--- config.mk ---
export PLATFORM = sky130hd
export DESIGN_NAME = axistream_packet_snooper_flat
export DESIGN_NICKNAME = d
export VERILOG_FILES = /design/src/rtl/axistream_packet_snooper_if.sv /design/src/rtl/axistream_packet_snooper.sv /design/src/flat_wrapper.sv
export SDC_FILE = /design/constraint.sdc
export NUM_CORES = 1
export LEC_CHECK = 0
export ABC_AREA = 1
export CAP_MARGIN = 5
export CORE_MARGIN = 5
export CORE_UTILIZATION = 37
export DETAILED_ROUTE_END_ITERATION = 8
export GPL_ROUTABILITY_DRIVEN = 1
export PLACE_DENSITY = 0.78
export SLEW_MARGIN = 40
export SYNTH_ARGS = -nofsm -noshare
export SYNTH_HDL_FRONTEND = slang
export SYNTH_SLANG_ARGS = --single-unit
--- constraint.sdc ---
create_clock -name clk -period 4.6 [get_ports clk]
set_input_delay 0.92 -clock clk [delete_from_list [all_inputs] [get_ports clk]]
set_output_delay 0.92 -clock clk [all_outputs]
set_load 0.05 [all_outputs]
--- src/rtl/axistream_packet_snooper_if.sv ---
// AXI Stream link bundle: source, sink and passive-monitor views of one stream.
interface axistream_packet_snooper_if #(
    parameter int DATA_WIDTH = 64
) ();
    localparam int BYTES = DATA_WIDTH / 8;

    logic [DATA_WIDTH-1:0] TDATA;
    logic [BYTES-1:0]      TKEEP;
    logic                  TVALID;
    logic                  TREADY;
    logic                  TLAST;

    modport master  (output TDATA, TKEEP, TVALID, TLAST, input  TREADY);
    modport slave   (input  TDATA, TKEEP, TVALID, TLAST, output TREADY);
    modport monitor (input  TDATA, TKEEP, TVALID, TREADY, TLAST);
endinterface

--- src/rtl/axistream_packet_snooper.sv ---
// Passive AXIS snooper copying whole packets into packet memory, reporting byte length and drops.
// Zero latency: writes, done and abort are combinational from the current beat; never drives TREADY.
module axistream_packet_snooper #(
    parameter int DATA_WIDTH    = 64,
    parameter int ADDR_WIDTH    = 9,
    parameter bit PESSIMISTIC   = 1'b0,
    parameter bit TRUNCATE      = 1'b1,
    parameter bit SYNC_ON_RESET = 1'b1,
    parameter int CNT_WIDTH     = 32,
    localparam int BYTES        = DATA_WIDTH / 8,
    localparam int LEN_W        = ADDR_WIDTH + $clog2(BYTES) + 1
) (
    input  logic                             clk,
    input  logic                             rst,
    axistream_packet_snooper_if.monitor      s_axis,
    output logic [ADDR_WIDTH-1:0]            wr_addr,
    output logic [DATA_WIDTH-1:0]            wr_data,
    output logic [BYTES-1:0]                 wr_strb,
    output logic                             wr_en,
    input  logic                             mem_ready,
    output logic                             done,
    output logic [LEN_W-1:0]                 byte_len,
    output logic                             truncated,
    output logic                             abort,
    output logic [CNT_WIDTH-1:0]             drop_cnt
);
    localparam int DEPTH = 2 ** ADDR_WIDTH;
    localparam logic [ADDR_WIDTH-1:0] LAST_ADDR = '1;

    typedef enum logic [2:0] {S_SYNC, S_START, S_COPY, S_TRUNC, S_DROP} state_e;

    state_e                state_q, state_d;
    logic [ADDR_WIDTH-1:0] addr_q, addr_d;
    logic [CNT_WIDTH-1:0]  cnt_q, cnt_d;
    logic                  mr_q;
    logic                  rdy, beat, cnt_inc;
    logic                  wr_en_c, done_c, abort_c, trunc_c;
    logic [LEN_W-1:0]      len_c, keep_bytes;

    assign beat = s_axis.TVALID && s_axis.TREADY;
    assign rdy  = PESSIMISTIC ? mr_q : mem_ready;

    // TKEEP is contiguous, so its population count is the valid byte count.
    always_comb begin
        keep_bytes = '0;
        for (int i = 0; i < BYTES; i++) begin
            keep_bytes = keep_bytes + LEN_W'(s_axis.TKEEP[i]);
        end
    end

    always_comb begin
        state_d = state_q;
        addr_d  = addr_q;
        cnt_inc = 1'b0;
        wr_en_c = 1'b0;
        done_c  = 1'b0;
        abort_c = 1'b0;
        trunc_c = 1'b0;
        len_c   = '0;
        if (beat) begin
            case (state_q)
                S_SYNC: if (s_axis.TLAST) state_d = S_START;
                S_START: begin
                    if (rdy) begin
                        wr_en_c = 1'b1;
                        if (s_axis.TLAST) begin
                            done_c = 1'b1;
                            len_c  = keep_bytes;
                        end else begin
                            addr_d  = ADDR_WIDTH'(1);
                            state_d = S_COPY;
                        end
                    end else begin
                        cnt_inc = 1'b1;
                        if (!s_axis.TLAST) state_d = S_DROP;
                    end
                end
                S_COPY: begin
                    if (!rdy) begin
                        abort_c = 1'b1;
                        cnt_inc = 1'b1;
                        addr_d  = '0;
                        state_d = s_axis.TLAST ? S_START : S_DROP;
                    end else if (s_axis.TLAST) begin
                        wr_en_c = 1'b1;
                        done_c  = 1'b1;
                        len_c   = LEN_W'(addr_q) * LEN_W'(BYTES) + keep_bytes;
                        addr_d  = '0;
                        state_d = S_START;
                    end else if (addr_q != LAST_ADDR) begin
                        wr_en_c = 1'b1;
                        addr_d  = addr_q + ADDR_WIDTH'(1);
                    end else if (TRUNCATE) begin
                        wr_en_c = 1'b1;
                        addr_d  = '0;
                        state_d = S_TRUNC;
                    end else begin
                        abort_c = 1'b1;
                        cnt_inc = 1'b1;
                        addr_d  = '0;
                        state_d = S_DROP;
                    end
                end
                S_TRUNC: begin
                    if (s_axis.TLAST) begin
                        done_c  = 1'b1;
                        trunc_c = 1'b1;
                        len_c   = LEN_W'(DEPTH * BYTES);
                        state_d = S_START;
                    end
                end
                S_DROP:  if (s_axis.TLAST) state_d = S_START;
                default: state_d = S_SYNC;
            endcase
        end
        cnt_d = (cnt_inc && cnt_q != '1) ? cnt_q + CNT_WIDTH'(1) : cnt_q;
    end

    // Reset gates the strobes in the same cycle; the memory treats reset as an abort.
    assign wr_en     = wr_en_c && !rst;
    assign done      = done_c  && !rst;
    assign abort     = abort_c && !rst;
    assign truncated = trunc_c && !rst;
    assign wr_addr   = rst ? '0 : addr_q;
    assign drop_cnt  = rst ? '0 : cnt_q;
    assign byte_len  = len_c;
    assign wr_data   = s_axis.TDATA;
    assign wr_strb   = s_axis.TKEEP;

    always_ff @(posedge clk) begin
        if (rst) begin
            state_q <= SYNC_ON_RESET ? S_SYNC : S_START;
            addr_q  <= '0;
            cnt_q   <= '0;
            mr_q    <= 1'b0;
        end else begin
            state_q <= state_d;
            addr_q  <= addr_d;
            cnt_q   <= cnt_d;
            mr_q    <= mem_ready && !done_c;
        end
    end
endmodule

--- src/flat_wrapper.sv ---
// flat-port wrapper written by rule: the top's interface ports become plain ports
module axistream_packet_snooper_flat 
#(
    parameter int DATA_WIDTH    = 64,
    parameter int ADDR_WIDTH    = 9,
    parameter bit PESSIMISTIC   = 1'b0,
    parameter bit TRUNCATE      = 1'b1,
    parameter bit SYNC_ON_RESET = 1'b1,
    parameter int CNT_WIDTH     = 32,
    localparam int BYTES        = DATA_WIDTH / 8,
    localparam int LEN_W        = ADDR_WIDTH + $clog2(BYTES) + 1
)
  (clk, rst, wr_addr, wr_data, wr_strb, wr_en, mem_ready, done, byte_len, truncated, abort, drop_cnt, s_axis_TDATA, s_axis_TKEEP, s_axis_TVALID, s_axis_TREADY, s_axis_TLAST);
  axistream_packet_snooper_if #(.DATA_WIDTH(DATA_WIDTH)) s_axis_i ();
  input  logic clk;
  input  logic rst;
  output logic [ADDR_WIDTH-1:0] wr_addr;
  output logic [DATA_WIDTH-1:0] wr_data;
  output logic [BYTES-1:0] wr_strb;
  output logic wr_en;
  input  logic mem_ready;
  output logic done;
  output logic [LEN_W-1:0] byte_len;
  output logic truncated;
  output logic abort;
  output logic [CNT_WIDTH-1:0] drop_cnt;
  input wire logic [$bits(s_axis_i.TDATA)-1:0] s_axis_TDATA;
  input wire logic [$bits(s_axis_i.TKEEP)-1:0] s_axis_TKEEP;
  input wire logic [$bits(s_axis_i.TVALID)-1:0] s_axis_TVALID;
  input wire logic [$bits(s_axis_i.TREADY)-1:0] s_axis_TREADY;
  input wire logic [$bits(s_axis_i.TLAST)-1:0] s_axis_TLAST;
  assign s_axis_i.TDATA = s_axis_TDATA;
  assign s_axis_i.TKEEP = s_axis_TKEEP;
  assign s_axis_i.TVALID = s_axis_TVALID;
  assign s_axis_i.TREADY = s_axis_TREADY;
  assign s_axis_i.TLAST = s_axis_TLAST;
  axistream_packet_snooper #(.DATA_WIDTH(DATA_WIDTH), .ADDR_WIDTH(ADDR_WIDTH), .PESSIMISTIC(PESSIMISTIC), .TRUNCATE(TRUNCATE), .SYNC_ON_RESET(SYNC_ON_RESET), .CNT_WIDTH(CNT_WIDTH)) u_core (.clk(clk), .rst(rst), .s_axis(s_axis_i), .wr_addr(wr_addr), .wr_data(wr_data), .wr_strb(wr_strb), .wr_en(wr_en), .mem_ready(mem_ready), .done(done), .byte_len(byte_len), .truncated(truncated), .abort(abort), .drop_cnt(drop_cnt));
endmodule
==> flow_summary.toml <==
[setup_path]
rr_worst_depth = 11
critPathTopFamily = "adder cells"
cp_num_cells = 14
cp.buffers_inverters = 3
cp-start-kind = "primary input"
arrival_ps = 3990
critPathKind = "in -> out"
worstReg2RegStart = "u_core.addr_q[1]"
worst_setup_path_end_kind = "output port"
r2r_slack_ps = 2370
cpPeakStageDelay_ps = 520
critPathLaunch = "s_axis_TKEEP[0]"
crit_required_ps = 3680
critPathSlowestCell = "fa_1"
crit_end = "byte_len[11]"
cp_cell_sequence = "buf_8 > ha_4 > inv_2 > fa_1 > fa_1 > fa_2 > o21ai_2 > ha_2 > ha_4 > nand3_4 > nor4_4 > xor2_2 > nor2_4 > buf_12"
r2r_end = "u_core.addr_q[3]"
cp_max_fo = 2

[pwr]
swShare = 0.287
vdd_drop_max_v = 0.0000920
pwr-share-clk = 0.330
leakagePower_nw = 1.81
seq_power_share = 0.493
power_density_mw_per_mm2 = 158
internal-power_uw = 559
netSwitchingPower_uw = 225
pwr-share-comb = 0.177

[run_status]
outcome = "finished with violations"
violations = "negative setup slack"

[global_route]
grt_max_degree = 71
grt_overflow = 0
grt_pass1_vias = 3708
grt_pass1_wl_um = 16800
grtUsageTotal = 0.152
antenna_found_initial = 0

[yosys]
synth_area_leaders = "dfxtp_1 21%, nand2_1 16%, buf_4 13%, nor2_1 12%, inv_1 6.9%"
yosysWarnings = 0
synth.most_common_cell = "nand2_1"
synthTopCellsByCount = "177 x nand2_1, 134 x nor2_1, 76 x inv_1"
synth_top_area_share = 0.213
yosysSeqAreaShare = 0.213
synth_cell_types = 33
syn_avg_cell_area_um2 = 6.13
syn_nets = 764
async_reset_ff_frac = 0
synth_edf_count = 0
synthFlopType = "dfxtp_1"
synthesis.area_mm2 = 0.00413
netlist_instances = 674
ys_seq_elements = 44
synth_top_area_cell = "dfxtp_1"

[finish]
multi_input_area_mm2 = 0.00247
seqCellArea_um2 = 881
final_layout_size_suffix_gt1_frac = 0.158
instances_no_fill = 824
antenna_cells = 0
fillerInstances = 1104
final_util = 0.456
syn2layout_area_growth_pct = 20.1
fin_nets = 773

[min_path]
hold_path.class = "reg -> reg"
min_path_cells = 2
hp-start = "u_core.cnt_q[6]"

[die]
ios = 208
start_util = 0.379
die-area_mm2 = 0.0134
rows = 38
die_w_um = 116
coreArea_mm2 = 0.0109
fp.dieH_um = 116

[sta]
rsz0062_at_grt = "yes"
worst_slack_ps = -312
hold_viol_final = 0
period_minus_slack_ps = 4910
finalSetupViolCount = 8
maxSlewHeadroom = 0.543
slew_violations = 0
min_period_over_period = 1.07
fin_worst_hold_slack_ps = 517
tightest_slew_ps = 682
fin_worst_skew_ps = 6.83
fmax_ghz = 0.204

[placed_design]
place_ws_ps = -756
portBuffers = 79
dp_hpwl_um = 8020
post-place-cells = 811
place_congestion = 0.956

[clocking]
htree_levels = 2
path_clk_slew_ps = 90
cts_hold_buf = 0
cts_tree = "built"
cts_root_buffer = "clkbuf_8"
cts_sinks = 44
cts_buffers = 5
clkLatencyLatePin_ps = 300
cts_buffer_depth = 2

[routing]
num_vias = 3905
dr.pass1.iters = 5
drc_errors = 0
viasPerCell = 4.74
first_iter_violations = 257
ant_nets = 0
wl_per_cell_um = 12.6
wl_um = 10400

[flow_run]
cap_violations = 0
[power by group through the flow]
stage	Clock, mW	Sequential (mW)	Combinational (mW)
after global placement	0	0.395	0.126
after floorplan	0	0.395	0.242
after CTS	0.264	0.386	0.133
after detailed placement	0	0.395	0.128
final	0.259	0.386	0.139
after global routing	0.278	0.387	0.152
[how the worst min path moves through the flow]
stage                             endpoint  slack (ps)
after floorplan           u_core.cnt_q[30]         480
after global placement    u_core.cnt_q[30]         500
after detailed placement   u_core.cnt_q[6]         500
after CTS                 u_core.cnt_q[30]         520
after global routing      u_core.cnt_q[30]         550
final                      u_core.cnt_q[6]         520
[per-stage QoR]
step	instance area, um^2	setup TNS, ps	power, mW
after floorplan	4250	-428	0.636
after global placement	4760	-4700	0.521
after detailed placement	4760	-5210	0.523
after CTS	4890	-1890	0.783
after global routing	4960	-2380	0.817
final	4960	-1440	0.784
[worst reg2reg max path, stage by stage (launching register included)]
cell and delay (ps):
dfxtp_1 450, ha_1 270, inv_1 70, nor2_1 140
inv_1 70, nor4_1 180, ha_1 220, inv_1 40
nand2_1 80, inv_1 70, o21ai_1 410, nor2_1 100
[kinds of logic after synthesis]
family,Yosys count,synth area share
simple gates,380,0.392
buf+inv,170,0.232
compound gates,49,0.0787
flops,44,0.213
xor+xnor,19,0.0403
fa+ha+maj,12,0.0436
[final cells by class]
cell class                      instances  share of cell area
Clock buffer                            7              0.0174
Tap cell                              140              0.0353
Inverter                               81              0.0618
Multi-Input combinational cell        460               0.497
Clock inverter                          1             0.00151
Sequential cell                        44               0.177
Timing Repair Buffer                   91               0.209
[per-layer routing]
layer	global-route usage	vias up	part of all wire
met1	0.201	1749	0.46
li1	-	2009	-
met5	0	-	0
met2	0.255	126	0.45
met3	0.0376	21	0.080
met4	0.0302	0	0.014
[cell usage in the layout, fill, tap and decap left out, types with 5 or more instances in the layout]
master	instances
a21oi_1	6
clkdlybuf4s50_1	61
o21ai_1	5
ha_1	5
nor2_2	7
xor2_1	16
nand2_2	9
clkbuf_8	6
o21ai_0	12
nand3_1	29
inv_2	6
nor2_1	125
dfxtp_1	44
nor2_4	10
a21oi_2	21
inv_1	74
nor3_1	5
buf_4	9
nand4_1	9
buf_12	15
nand2_1	175
[sequential cells by signal, summed over array words and instances, names as in the netlist]
signal	flops
u_core.addr_q	9
u_core.cnt_q	32
u_core.state_q	3
[repair_timing]
action,in CTS,in global routing
pin swaps,13,7
endpoints found under the setup margin,12,11
gates resized for setup,21,8
gates cloned,0,0
buffers inserted,2,3
Power figures use the tool's default switching activity.
